**config.mk**
```make
export PLATFORM = sky130hd
export DESIGN_NAME = oai_cell_exerciser
export DESIGN_NICKNAME = d
export VERILOG_FILES = /design/src/rtl/oai_cell_exerciser_pkg.sv /design/src/rtl/oai_cell_exerciser_gate_ref_model.sv /design/src/rtl/oai_cell_exerciser.sv
export SDC_FILE = /design/constraint.sdc
export NUM_CORES = 1
export LEC_CHECK = 0
export CAP_MARGIN = 10
export CORE_MARGIN = 1
export CORE_UTILIZATION = 46
export DETAILED_ROUTE_END_ITERATION = 6
export GPL_TIMING_DRIVEN = 0
export PLACE_DENSITY = 0.74
export SYNTH_ARGS = -nofsm -noshare
export SYNTH_HDL_FRONTEND = slang
export SYNTH_SLANG_ARGS = --single-unit
```
**constraint.sdc**
```tcl
create_clock -name clk -period 2.1 [get_ports clk]
set_clock_uncertainty 0.15 [all_clocks]
set_input_delay 0.315 -clock clk [delete_from_list [all_inputs] [get_ports clk]]
set_output_delay 0.315 -clock clk [all_outputs]
set_load 0.1 [all_outputs]
```
**src/rtl/oai_cell_exerciser_pkg.sv**
```systemverilog
// Shared definitions for the complex-gate cell exercisers: FSM states,
// mode encodings and the vector space swept across the gate inputs.
package oai_cell_exerciser_pkg;

    localparam int VEC_W   = 4;
    localparam int NUM_VEC = 16;

    localparam logic MODE_OAI22 = 1'b0;
    localparam logic MODE_AOI22 = 1'b1;

    typedef enum logic [1:0] {
        ST_IDLE,
        ST_SETTLE,
        ST_SAMPLE,
        ST_DONE
    } state_t;

endpackage

```
**src/rtl/oai_cell_exerciser_gate_ref_model.sv**
```systemverilog
// Golden model of a 4-input complex gate, selectable between OAI22 and AOI22.
// Vector bit order is {a,b,c,d}.
module gate_ref_model
    import oai_cell_exerciser_pkg::*;
(
    input  logic [VEC_W-1:0] vec,
    input  logic             mode,
    output logic             exp_f
);

    always_comb begin
        if (mode == MODE_AOI22) begin
            exp_f = ~((vec[3] & vec[2]) | (vec[1] & vec[0]));
        end else begin
            exp_f = ~((vec[3] | vec[2]) & (vec[1] | vec[0]));
        end
    end

endmodule

```
**src/rtl/oai_cell_exerciser.sv**
```systemverilog
// Sweeps all 16 input vectors through an external OAI22/AOI22 cell, compares
// each settled output against the golden model and reports the result.
module oai_cell_exerciser
    import oai_cell_exerciser_pkg::*;
#(
    parameter int SETTLE_CYCLES = 2
) (
    input  logic             clk,
    input  logic             rst,
    input  logic             start,
    input  logic             mode,
    output logic             dut_a,
    output logic             dut_b,
    output logic             dut_c,
    output logic             dut_d,
    input  logic             dut_f,
    output logic             busy,
    output logic             done,
    output logic             pass,
    output logic [4:0]       err_count,
    output logic [VEC_W-1:0] first_fail_vec,
    output logic             first_fail_valid
);

    localparam logic [3:0]       SETTLE_RELOAD = 4'(SETTLE_CYCLES - 1);
    localparam logic [VEC_W-1:0] LAST_VEC      = VEC_W'(NUM_VEC - 1);

    state_t             state_q, state_d;
    logic [VEC_W-1:0]   vec_q, vec_d;
    logic [3:0]         cnt_q, cnt_d;
    logic               mode_q, mode_d;
    logic [4:0]         err_q, err_d;
    logic [VEC_W-1:0]   ffv_q, ffv_d;
    logic               ffvalid_q, ffvalid_d;
    logic               pass_q, pass_d;
    logic               exp_f;
    logic               mismatch;

    gate_ref_model u_ref (
        .vec   (vec_q),
        .mode  (mode_q),
        .exp_f (exp_f)
    );

    // An unknown dut_f makes the equality unknown, which falls through to the
    // mismatch default rather than being counted as a match.
    always_comb begin
        mismatch = 1'b1;
        if (dut_f == exp_f) begin
            mismatch = 1'b0;
        end
    end

    always_comb begin
        state_d   = state_q;
        vec_d     = vec_q;
        cnt_d     = cnt_q;
        mode_d    = mode_q;
        err_d     = err_q;
        ffv_d     = ffv_q;
        ffvalid_d = ffvalid_q;
        pass_d    = pass_q;
        case (state_q)
            ST_IDLE: begin
                if (start) begin
                    mode_d    = mode;
                    err_d     = 5'd0;
                    pass_d    = 1'b0;
                    ffvalid_d = 1'b0;
                    ffv_d     = '0;
                    vec_d     = '0;
                    cnt_d     = SETTLE_RELOAD;
                    state_d   = ST_SETTLE;
                end
            end
            ST_SETTLE: begin
                if (cnt_q == 4'd0) begin
                    state_d = ST_SAMPLE;
                end else begin
                    cnt_d = cnt_q - 4'd1;
                end
            end
            ST_SAMPLE: begin
                if (mismatch) begin
                    err_d = err_q + 5'd1;
                    if (!ffvalid_q) begin
                        ffv_d     = vec_q;
                        ffvalid_d = 1'b1;
                    end
                end
                if (vec_q == LAST_VEC) begin
                    state_d = ST_DONE;
                end else begin
                    vec_d   = vec_q + 1'b1;
                    cnt_d   = SETTLE_RELOAD;
                    state_d = ST_SETTLE;
                end
            end
            ST_DONE: begin
                pass_d  = (err_q == 5'd0);
                state_d = ST_IDLE;
            end
            default: state_d = ST_IDLE;
        endcase
    end

    always_ff @(posedge clk or posedge rst) begin
        if (rst) begin
            state_q   <= ST_IDLE;
            vec_q     <= '0;
            cnt_q     <= 4'd0;
            mode_q    <= MODE_OAI22;
            err_q     <= 5'd0;
            ffv_q     <= '0;
            ffvalid_q <= 1'b0;
            pass_q    <= 1'b0;
        end else begin
            state_q   <= state_d;
            vec_q     <= vec_d;
            cnt_q     <= cnt_d;
            mode_q    <= mode_d;
            err_q     <= err_d;
            ffv_q     <= ffv_d;
            ffvalid_q <= ffvalid_d;
            pass_q    <= pass_d;
        end
    end

    assign dut_a            = vec_q[3];
    assign dut_b            = vec_q[2];
    assign dut_c            = vec_q[1];
    assign dut_d            = vec_q[0];
    assign busy             = (state_q != ST_IDLE);
    assign done             = (state_q == ST_DONE);
    assign pass             = pass_q;
    assign err_count        = err_q;
    assign first_fail_vec   = ffv_q;
    assign first_fail_valid = ffvalid_q;

endmodule

```
Yosys cells after proc, flatten, opt, wreduce, memory -nomap -nowiden. Cells that the tools add are included.

$add $sub $neg: 3. Equal/unequal tests: 11. Multiplexer cells: 22. Bitwise gates (word level): 8. Reductions and logical operators: 14.

Operators with widths (count): $mux W4 (7); $pmux W4 S2 (2); $ne A2 B2 Y1 const B (6); $pmux W4 S3 (1); $mux W5 (2); $pmux W5 S2 (1); $pmux W2 S4 (1); $reduce_and A4 Y1 (2); $mux W2 (3); $reduce_and A2 Y1 (3); $reduce_and A3 Y1 (2); $reduce_bool A2 Y1 (3); $add A5 B1 Y5 const B (1); $logic_not A5 Y1 (1); $add A4 B1 Y4 const B (1); $eq A2 B2 Y1 const B (2); $eq A4 B4 Y1 const B (1); $logic_not A4 Y1 (1); $pmux W1 S2 (2); $sub A4 B1 Y4 const B (1); $and A1 B1 Y1 (3); $mux W1 (3); $or A1 B1 Y1 (3); $reduce_bool A3 Y1 (1); other kinds (4) (5).

Register bits after elaboration: 22. Bits of input ports: 5. Output and inout bits: 17. Logic and storage cells: 66.

Longest topological paths before layout.
Depth in word-level cells: 7. Gate-level depth with buffers: 7. Gate-level depth less buffers: 7.

Hierarchy. Synthesis repeated with hierarchy kept, for this count alone.

Cell total of the unflattened synthesis: 123. Area, all modules: 1238.7 sq um.

Modules (own cells, without submodules): oai_cell_exerciser (instances 1, cells each 120, area an instance 1213.7 sq um); gate_ref_model (instances 1, cells each 3, area an instance 25.0 sq um).

Worst setup path before layout. OpenSTA, ideal clock, no wires.

Path kind: reg-to-reg. From: reg vec_q[1]. To: reg err_q[0], in the netlist err_count[0]. Setup time: 126 ps. Arrival: 2275 ps. Data required time: 1824 ps. Slack: -451 ps. Stages on the path, launching flop included: 7. Clock period less this slack: 2551 ps. Path through: dfrtp_1 ha_1 mux2_4 o22ai_4 xnor2_2 a21o_1 mux2_4.

Cells in the longest elaborated chain, start to end: 7. Elaborated cells on any way between the ends: 10. Classes of those cells: eq/ne: 2; mux: 1; bitwise: 6; reduce/logical: 1.

RTL lines: from (decl) (line oai_cell_exerciser.sv:29) `logic [VEC_W-1:0] vec_q, vec_d;`; from (signal assigned) (line oai_cell_exerciser.sv:119) `vec_q <= vec_d;`; $or A1 B1 Y1 / $and A1 B1 Y1 (equally long branches) (line oai_cell_exerciser_gate_ref_model.sv:15, oai_cell_exerciser_gate_ref_model.sv:13); $and A1 B1 Y1 / $or A1 B1 Y1 (equally long branches) (line oai_cell_exerciser_gate_ref_model.sv:15, oai_cell_exerciser_gate_ref_model.sv:13); $not A1 Y1 (on tied branches) (line oai_cell_exerciser_gate_ref_model.sv:15, oai_cell_exerciser_gate_ref_model.sv:13); $mux W1 * (line oai_cell_exerciser_gate_ref_model.sv:12) `if (mode == MODE_AOI22) begin`; $eq A1 B1 Y1 * (line oai_cell_exerciser.sv:49) `if (dut_f == exp_f) begin`; $ne A2 B2 Y1 (no line) *; $reduce_and A3 Y1 (no line) *; to (signal assigned) (line oai_cell_exerciser.sv:122) `err_q <= err_d;`; to (decl) (line oai_cell_exerciser.sv:32) `logic [4:0] err_q, err_d;`.

Mark *: on every way between the ends. The rest lies on a longest branch, timed or not. A chain may end at the register's enable or synchronous reset.

Worst setup path in the final report.
From: reg vec_q[0]. To: reg err_q[0], in the netlist err_count[0].

The elaborated chain is that of the path after synthesis.

==> run summary <==
DETAILED ROUTING
---------------------------------------------------------------------------------
Detailed Route Iter0 Violations                                                13
Post-route antenna net violation count                                          0
Average wire per standard cell                                            13.7 um
First-pass DRT Iterations                                                       4
Drt total wl                                                              2410 um
Number of remaining DRC errors                                                  0
Vias after detailed routing                                                   978
Average via count per standard cell                                          5.56

SYNTH
---------------------------------------------------------------------------------
Part of the Yosys area used for sequential elements                         45.1%
Total of flip-flops plus latches after synthesis                               22
Cell Area, Synth                                                     0.00122 sq mm
Number of instances in the synthesized netlist                                117
Mean area per synthesized cell                                         10.4 sq um
Library cell occupying the most area in the post-synthesis netlist        dfrtp_1
Net count after synthesis                                                     128
Yosys warning count                                                             0
Post-synth cell types                                                          38
Largest cells by area after synthesis                                dfrtp_1 (45%), ha_1 (6.1%), inv_1 (3.1%)
Share of the synthesized area in the top cell type                          45.1%

FLOORPLAN
---------------------------------------------------------------------------------
Std cell rows                                                                  18
Die extent in x                                                           53.5 um
Number of top-level pins                                                       22
Area of the die                                                      0.00286 sq mm
Die H                                                                     53.5 um
Starting density of the core                                                48.8%
Area inside the core boundary                                        0.00250 sq mm

CLOCKING
---------------------------------------------------------------------------------
Later-pin clock latency in the skew report                                 310 ps
Clock tree from TritonCTS                                                    done
Number of clock sinks                                                          22
Maximum level of the CTS H-tree                                                 1
Clk pin slew, worst setup/hold paths                                       130 ps
Number of buffers created by CTS                                                3
Quantity of hold-fixing buffers added after cts                                 0
Root Driver                                                              clkbuf_4
Clock tree buffer depth                                                         2

WORST SETUP PATH
---------------------------------------------------------------------------------
Worst setup path class                                               register to register
Worst Path Arrival                                                        2110 ps
Kind of start point of the critical path                                 register
Highest net fanout along the worst path                                         6
Critical Path End Type                                                   register
Critical path required time                                               2170 ps

STA
---------------------------------------------------------------------------------
RSZ-0062 raised after global routing                                         true
Maximum operating frequency                                             0.490 GHz
Number of hold violations in the final report                                   0
Headroom to the max-slew limit                                              36.7%
Final Max Slew Viols                                                            0
Worst Tran Pin Value                                                       954 ps
Share of the clock period used by the worst path after layout               97.2%
Smallest setup slack after layout                                         59.1 ps
Number of failing setup endpoints in the final timing report                    0
Post-route minimum period                                                 2040 ps

POWER
---------------------------------------------------------------------------------
Maximum VDD drop                                                          1100 uV
Cell Pwr Density                                                     1470 mW/mm^2
Leakage                                                               0.000699 uW
Pwr Total                                                                 2300 uW

OUTCOME
---------------------------------------------------------------------------------
Status                                                               complete, no violations

GRT
---------------------------------------------------------------------------------
All-Layer GR Usage                                                          20.2%
Initial antenna violation count                                                 0
Via count of the first global-routing pass                                    953
Pin count of the biggest net entering global routing                           23
Congestion Overflow GR                                                          0
First-pass GRT wire length                                                4110 um

FINISH
---------------------------------------------------------------------------------
Nets@finish                                                                   158
Number of cells in the finished layout apart from fillers                     176
ANT cells                                                                       0
Share of layout cells above drive strength 1                                27.4%
Fillcell total                                                                215
Area growth syn-to-layout                                                   28.5%

PLACED DESIGN
---------------------------------------------------------------------------------
Port Buffers                                                                   21
DP Worst Slack                                                            -456 ps
Placer's final routability congestion estimate                              0.740
Cell total after placement                                                    168
Half-perimeter wire length after placement                                1730 um

HOLD PATH
---------------------------------------------------------------------------------
Min-Delay Path Class                                                 input port to async pin

FLOW RUN
---------------------------------------------------------------------------------
Max-cap check violation count                                                   0

-- metal layers --
layer	track usage [%]	wire length, um
met5	0	0
met2	32.1	1170
met1	25.5	1120
met3	6.03	103
met4	7.89	13
-- layout make-up --
| type | instances | area [sq um] | share of cell area (%) |
|---|---|---|---|
| Multi-Input combinational cell | 82 | 651 | 41.5 |
| Buffer | 3 | 13.8 | 0.877 |
| Inverter | 10 | 37.5 | 2.39 |
| Tap cell | 30 | 37.5 | 2.39 |
| Sequential cell | 22 | 561 | 35.7 |
| Timing Repair Buffer | 25 | 216 | 13.8 |
| Clock buffer | 3 | 22.5 | 1.44 |
| Clock inverter | 1 | 30.0 | 1.91 |
-- stage by stage --
step / TNS (ps) / hold slack, ps / utilization, % / instance area [sq um]
global placement: -838 / 312 / 59.7 / 1490
CTS: 0 / 315 / 61.5 / 1540
floorplan: -25.7 / 154 / - / 1240
finish: 0 / 294 / 62.8 / 1570
detailed placement: -874 / 318 / 59.7 / 1490
global route: -20.8 / 332 / 62.8 / 1570
-- worst paths after layout --
path / startpoint / slack (ps) / to / depth (start not counted)
worst max-delay path: vec_q[0]$_DFFE_PP0P_ / 60 / err_count[0]$_DFFE_PP0P_ / 6
worst min-delay path: rst / 290 / err_count[1]$_DFFE_PP0P_ / 2
worst max register to register: vec_q[0]$_DFFE_PP0P_ / 60 / err_count[0]$_DFFE_PP0P_ / 6
worst min register to register: cnt_q[3]$_DFFE_PP0P_ / 340 / cnt_q[3]$_DFFE_PP0P_ / 1
max in group asynchronous: rst / 910 / vec_q[0]$_DFFE_PP0P_ / 2
min in group clk: cnt_q[3]$_DFFE_PP0P_ / 340 / cnt_q[3]$_DFFE_PP0P_ / 1
-- synthesized netlist by cell type --
cell type / number
dfrtp_1: 22
inv_1: 10
nor2_1: 7
o21ai_0: 7
ha_1: 6
nand2b_1: 5
a21oi_1: 4
a22o_1: 4
o2bb2ai_1: 4
clkbuf_1: 3
nand2_1: 3
nand3_1: 3
nor2b_1: 3
a211oi_1: 2
a22o_2: 2
and2_1: 2
mux2_2: 2
mux2_4: 2
mux2i_1: 2
nand4_1: 2
nor3_1: 2
o211ai_1: 2
o31ai_1: 2
xnor2_1: 2
a21o_1: 1
and3_1: 1
nand4b_1: 1
nor3_2: 1
o21a_1: 1
o21bai_1: 1
o22ai_1: 1
o22ai_4: 1
or2_1: 1
or2_2: 1
or3b_2: 1
or4_1: 1
or4b_2: 1
xnor2_2: 1
-- power by group --
part | switching [uW] | total, uW | internal, uW
Combinational | 897 | 1280 | 386
Clock | 136 | 329 | 193
Sequential | 141 | 691 | 550
Total | 1170 | 2300 | 1130
-- sequential cells by signal, indices dropped and copies added, names as in the netlist --
register and cells:
err_count 5, first_fail_valid 1, state_q 2, pass 1, vec_q 4, mode_q 1, first_fail_vec 4, cnt_q 4
-- cells by family after synthesis --
kind of cell / synth area share (%)
AOI/OAI and AO/OA: 19.6
xor gates and xnor gates: 2.77
adders and majority gates: 6.15
buffers and inverters: 4.00
DFF: 45.1
muxes: 5.94
and+or+nand+nor: 16.5
-- worst max-delay path, stage by stage (launching register included) --
cell	delay, ps
dfrtp_4	540
ha_4	170
mux2_4	260
o22ai_4	220
xnor2_4	120
a21o_1	220
mux2_4	260
-- layout by cell type, fill, tap and decap left out, types with 3 or more instances in the layout --
| master | n |
|---|---|
| a21oi_1 | 4 |
| a22o_1 | 4 |
| buf_4 | 6 |
| clkbuf_2 | 6 |
| clkbuf_4 | 3 |
| clkdlybuf4s15_2 | 6 |
| clkdlybuf4s50_1 | 4 |
| dfrtp_1 | 18 |
| dlygate4sd2_1 | 5 |
| ha_1 | 5 |
| inv_1 | 10 |
| nand2_1 | 3 |
| nand2b_1 | 5 |
| nand3_1 | 3 |
| nor2_1 | 7 |
| nor2b_1 | 3 |
| o21ai_0 | 7 |
| o2bb2ai_1 | 4 |
-- timing repair --
item / CTS / global route
buffers inserted: 0 / 4
pin swaps: 0 / 3
resized for setup: 40 / 13
setup endpoints to repair: 17 / 13
Power figures use the tool's default switching activity.
==> RTL change 1, RTL diff (config.mk and constraints unchanged) <==
Change the package constant `VEC_W` from 4 to 5.
--- a/src/rtl/oai_cell_exerciser_pkg.sv
+++ b/src/rtl/oai_cell_exerciser_pkg.sv
@@ -4,3 +4,3 @@
 
-    localparam int VEC_W   = 4;
+    localparam int VEC_W   = 5;
     localparam int NUM_VEC = 16;
Interface: changed (resized first_fail_vec); port bits go from 22 to 23. No check against the original RTL was run, so the function may have changed too.
==> RTL change 1 against the original RTL <==
Wire length rose by 27%; critical endpoint unchanged; sequential cell count rose by 2; die area grew 11%; highest routed layer unchanged; power shrank 4.7%; sequential share of layout area is 2.4 points lower; critical path depth grew 2; synthesized cell count up 17%; final area increased by 17%; setup slack worse by 0.024 ns; synthesized area is 11% higher; fmax decreased by 1.2%.
==> RTL change 1: results (changes against the original RTL) <==
[status]
result_of_the_run = finished clean  ; unchanged

[clock_network]
post_cts.repair.setup_buffers = 6  ; was 0
cts.repair.resized = 56  ; was 40
worstSkewPairLatency_ns = 0.33  ; was 0.31 ns

[global_route]
first_global_vias = 1147  ; was 953
grt_first_pass_wirelength_um = 5310  ; was 4110 um
global_route.usage.met3 = 0.0415  ; was 0.0603
global_route.usage.met1 = 0.272  ; was 0.255
initial_antenna_violation_count = 0  ; unchanged
pin_count_of_the_biggest_net_entering_global_routing = 25  ; was 23
grt_util_met2 = 0.378  ; was 0.321
gr-usage-all-layers = 0.213  ; was 0.202

[routing]
drt-wirelength-per-cell_um = 15.1  ; was 13.7 um
met1Wirelength_um = 1320  ; was 1120 um
met2_wirelength_um = 1610  ; was 1170 um
total_length_of_routed_met3_wires_um = 107  ; was 103 um
dr_total_vias = 1127  ; was 978
via_per_inst = 5.55  ; was 5.56
initialDrtViolationCount = 36  ; was 13

[worst_setup_path]
timing.critical_path.arrival_ns = 2.15  ; was 2.11 ns
worst_r2r_path_depth = 8  ; was 6
timing.reg2reg.setup_slack_ns = 0.03  ; was 0.06 ns
crit_path_end_kind = register  ; unchanged
path_max_fanout = 4  ; was 6
max_stage_delay_ns = 0.47  ; was 0.54 ns

[placed_design]
detailed_place.area_um2 = 1630  ; was 1490 um2
half_perimeter_wire_length_after_detailed_placement_um = 2080  ; was 1730 um
dp.cells = 190  ; was 168
placement.io_buffers = 22  ; was 21
place_congestion = 0.743  ; was 0.740
detailedPlace.worstSlack_ns = -0.555  ; was -0.456 ns

[sta]
worst_hold_slack_ns = 0.313  ; was 0.294 ns
max_slew_margin = 0.364  ; was 0.367
final.min_clock_period_ns = 2.07  ; was 2.04 ns

[synth]
synthesis.nets = 149  ; was 128
synth_area_leaders = sky130_fd_sc_hd__dfrtp_1 44%, sky130_fd_sc_hd__ha_1 6.4%, sky130_fd_sc_hd__mux2i_1 5.2%  ; was sky130_fd_sc_hd__dfrtp_1 45%, sky130_fd_sc_hd__ha_1 6.1%, sky130_fd_sc_hd__inv_1 3.1%
synth_edf_count = 0  ; unchanged
netlist-cell-type-count = 40  ; was 38
synth_common_cells = 24 x sky130_fd_sc_hd__dfrtp_1, 14 x sky130_fd_sc_hd__inv_1, 13 x sky130_fd_sc_hd__nand2_1  ; was 22 x sky130_fd_sc_hd__dfrtp_1, 10 x sky130_fd_sc_hd__inv_1, 7 x sky130_fd_sc_hd__nor2_1, 7 x sky130_fd_sc_hd__o21ai_0, 6 x sky130_fd_sc_hd__ha_1
number_of_instances_in_the_synthesized_netlist = 137  ; was 117

[finish]
post_route_cells_drive_above_1_share = 0.343  ; was 0.274
fillers = 233  ; was 215

[power_and_ir_drop]
cellLeakagePower_nw = 0.783  ; was 0.699 nW
max-vdd-ir-drop_mv = 1.20  ; was 1.10 mV

RTL change 1: power by group:
part	leakage (nW)	internal [mW]	total, mW	switching (mW)
Clock	0.0210	0.106	0.251	0.145
Sequential	0.313	0.571	0.674	0.102
Combinational	0.450	0.448	1.27	0.823
Total	0.783	1.13	2.20	1.07
RTL change 1: cells by family (layout without fill, tap and decap cells):
| group | count (synthesis) | count (layout) | share of synthesized area |
|---|---|---|---|
| xor+xnor | 4 | 5 | 0.0313 |
| compound gates | 30 | 30 | 0.159 |
| simple gates | 44 | 44 | 0.187 |
| flops | 24 | 24 | 0.442 |
| fa+ha+maj | 7 | 7 | 0.0645 |
| buf+inv | 20 | 54 | 0.0562 |
| mux | 8 | 8 | 0.0599 |
RTL change 1: final cells by class:
class,instances,area (um2),share of cell area
flip-flops and latches,24,613,0.334
repair buffers,30,269,0.146
plain buffers,6,28.8,0.0157
multi-input cells,94,795,0.432
clock buffers,4,36.3,0.0197
inverters,14,57.6,0.0313
well taps,31,38.8,0.0211
==> RTL change 2, RTL diff (config.mk and constraints unchanged) <==
Without the edit above. Encoding of `state_t`: now Gray code (2 bits for 4 states).
--- a/src/rtl/oai_cell_exerciser_pkg.sv
+++ b/src/rtl/oai_cell_exerciser_pkg.sv
@@ -11,6 +11,6 @@
     typedef enum logic [1:0] {
-        ST_IDLE,
-        ST_SETTLE,
-        ST_SAMPLE,
-        ST_DONE
+        ST_IDLE   = 2'b00,
+        ST_SETTLE = 2'b01,
+        ST_SAMPLE = 2'b11,
+        ST_DONE   = 2'b10
     } state_t;
Behaviour: no difference found for any inputs over 10 cycles, from zero or initial values and one cycle with rst high; not proved beyond that.
==> RTL change 2 against the original RTL <==
The run now ends with DRC, setup timing left; first-iteration DRC count grew to 2.8 times the old value; global-route usage grew 1.2 points; wire length grew 40%; sequential cell count is the same; setup slack lost 0.15 ns; core utilization grew 2.9 points; synthesized area grew 16%; synthesized cell count grew 26%; sequential share of layout area shrank 5.6 points; final area grew 18%; critical path type unchanged.
Power is left out: the tool's default activity adds up to more than one toggle a clock period on the data nets, which glitch-free logic cannot reach.
==> RTL change 2: results (changes against the original RTL) <==
[worst_setup_path]
max_stage_delay_ns = 0.52  ; was 0.54 ns
path_max_fanout = 4  ; was 6
r2r-start = vec_q[1]  ; was vec_q[0]
timing.critical_path.arrival_ns = 2.26  ; was 2.11 ns
timing.critical_path.max_delay_family = compound AO/OA/AOI/OAI gates  ; was flip-flops
timing.critical_path.slowest_stage_cell = sky130_fd_sc_hd__dfrtp_4  ; unchanged

[finish]
post_route_cells_drive_above_1_share = 0.276  ; was 0.274
design.final.nets = 202  ; was 158

[global_route]
gr-usage-all-layers = 0.214  ; was 0.202
first_global_vias = 1217  ; was 953
initial_antenna_violation_count = 0  ; unchanged
grt_first_pass_wirelength_um = 5440  ; was 4110 um

[synth]
synth_area_leaders = sky130_fd_sc_hd__dfrtp_1 39%, sky130_fd_sc_hd__ha_1 9.7%, sky130_fd_sc_hd__a32o_1 3.5%  ; was sky130_fd_sc_hd__dfrtp_1 45%, sky130_fd_sc_hd__ha_1 6.1%, sky130_fd_sc_hd__inv_1 3.1%
seq_area_frac_synth = 0.390  ; was 0.451
netlist-cell-type-count = 44  ; was 38
synthesis.nets = 163  ; was 128
yosys.area_share.xor_xnor = 0  ; was 0.0277
yosys.area_share.adder = 0.0974  ; was 0.0615
yosys-mux-area-fraction = 0.0230  ; was 0.0594
synth_common_cells = 22 x sky130_fd_sc_hd__dfrtp_1, 13 x sky130_fd_sc_hd__inv_1, 11 x sky130_fd_sc_hd__ha_1  ; was 22 x sky130_fd_sc_hd__dfrtp_1, 10 x sky130_fd_sc_hd__inv_1, 7 x sky130_fd_sc_hd__nor2_1, 7 x sky130_fd_sc_hd__o21ai_0, 6 x sky130_fd_sc_hd__ha_1
synth_compound_gate_area_share = 0.205  ; was 0.196

[status]
failed_checks = DRC, setup timing
result_of_the_run = finished with violations  ; was finished clean

[routing]
drcViolationCount = 1  ; was 0
dr_total_vias = 1293  ; was 978
drt_pre_antenna_iters = 7  ; was 4
initialDrtViolationCount = 37  ; was 13
finalWirelength_um = 3380  ; was 2410 um

[sta]
worst_setup_margin_ns = -0.0892  ; was 0.0591 ns
setup_violation_total_in_the_final_timing_report = 7  ; was 0
max_slew_margin = 0.363  ; was 0.367

[clock_network]
root_buffer = sky130_fd_sc_hd__clkbuf_4  ; unchanged

[placed_design]
half_perimeter_wire_length_after_detailed_placement_um = 2280  ; was 1730 um
place_congestion = 0.817  ; was 0.740

## RTL change 2: changes by cell type after synthesis, sizes merged, moves of 3 or more
cell	change
inv	+3
nand2	+7
nand3b	+4
xnor2	-3
a22o	-3
nand3	+3
ha	+5
a32o	+5
o2bb2ai	-4
nor2	-4
## RTL change 2: timing repair
action | 4_1_cts | 5_1_grt
buffers inserted | 10 | 2
resized for setup | 48 | 13
hold buffers | 0 | 0
cloned | 0 | 1
endpoints found under the setup margin | 27 | 17
pin swaps | 1 | 6
hold endpoints to repair | 0 | 0
## RTL change 2: per-stage QoR
stage | utilization | worst slack (ns) | cells | TNS [ns] | cell area, um2
after floorplan | - | -0.251 | 147 | -1.52 | 1450
after global placement | 0.599 | -0.461 | 199 | -2.69 | 1690
after detailed placement | 0.599 | -0.472 | 199 | -2.81 | 1690
after CTS | 0.639 | -0.0873 | 213 | -0.413 | 1810
after global routing | 0.657 | -0.137 | 216 | -0.802 | 1860
final | 0.657 | -0.0892 | 216 | -0.371 | 1860
## RTL change 2: final timing paths
path / to / slack, ns / cells past startpoint
setup / recovery: first_fail_vec[2] / -0.09 / 5
hold / removal: mode_q / 0.30 / 2
setup reg to reg: first_fail_vec[2] / -0.09 / 5
hold reg to reg: pass / 0.37 / 2
max in group asynchronous: vec_q[1] / 0.89 / 2
min in group clk: pass / 0.37 / 2
## RTL change 2: kinds of logic after synthesis
group           count (synthesis)
buf+inv                        19
fa+ha+maj                      11
simple gates                   54
flops                          22
compound gates                 38
mux                             3
## RTL change 2: final cells by class
type | count | area [um2]
Tap cell | 31 | 38.8
Sequential cell | 22 | 561
Fill cell | 233 | 971
Inverter | 13 | 48.8
Timing Repair Buffer | 34 | 297
Multi-Input combinational cell | 106 | 842
Clock buffer | 4 | 26.3
Buffer | 6 | 45.0
## RTL change 2: routing by layer
layer,global-route usage,up-vias,wire length (um)
li1,-,623,-
met4,0.0976,0,63
met3,0.0295,7,97
met1,0.277,630,1570
met5,0,-,0
met2,0.354,33,1660
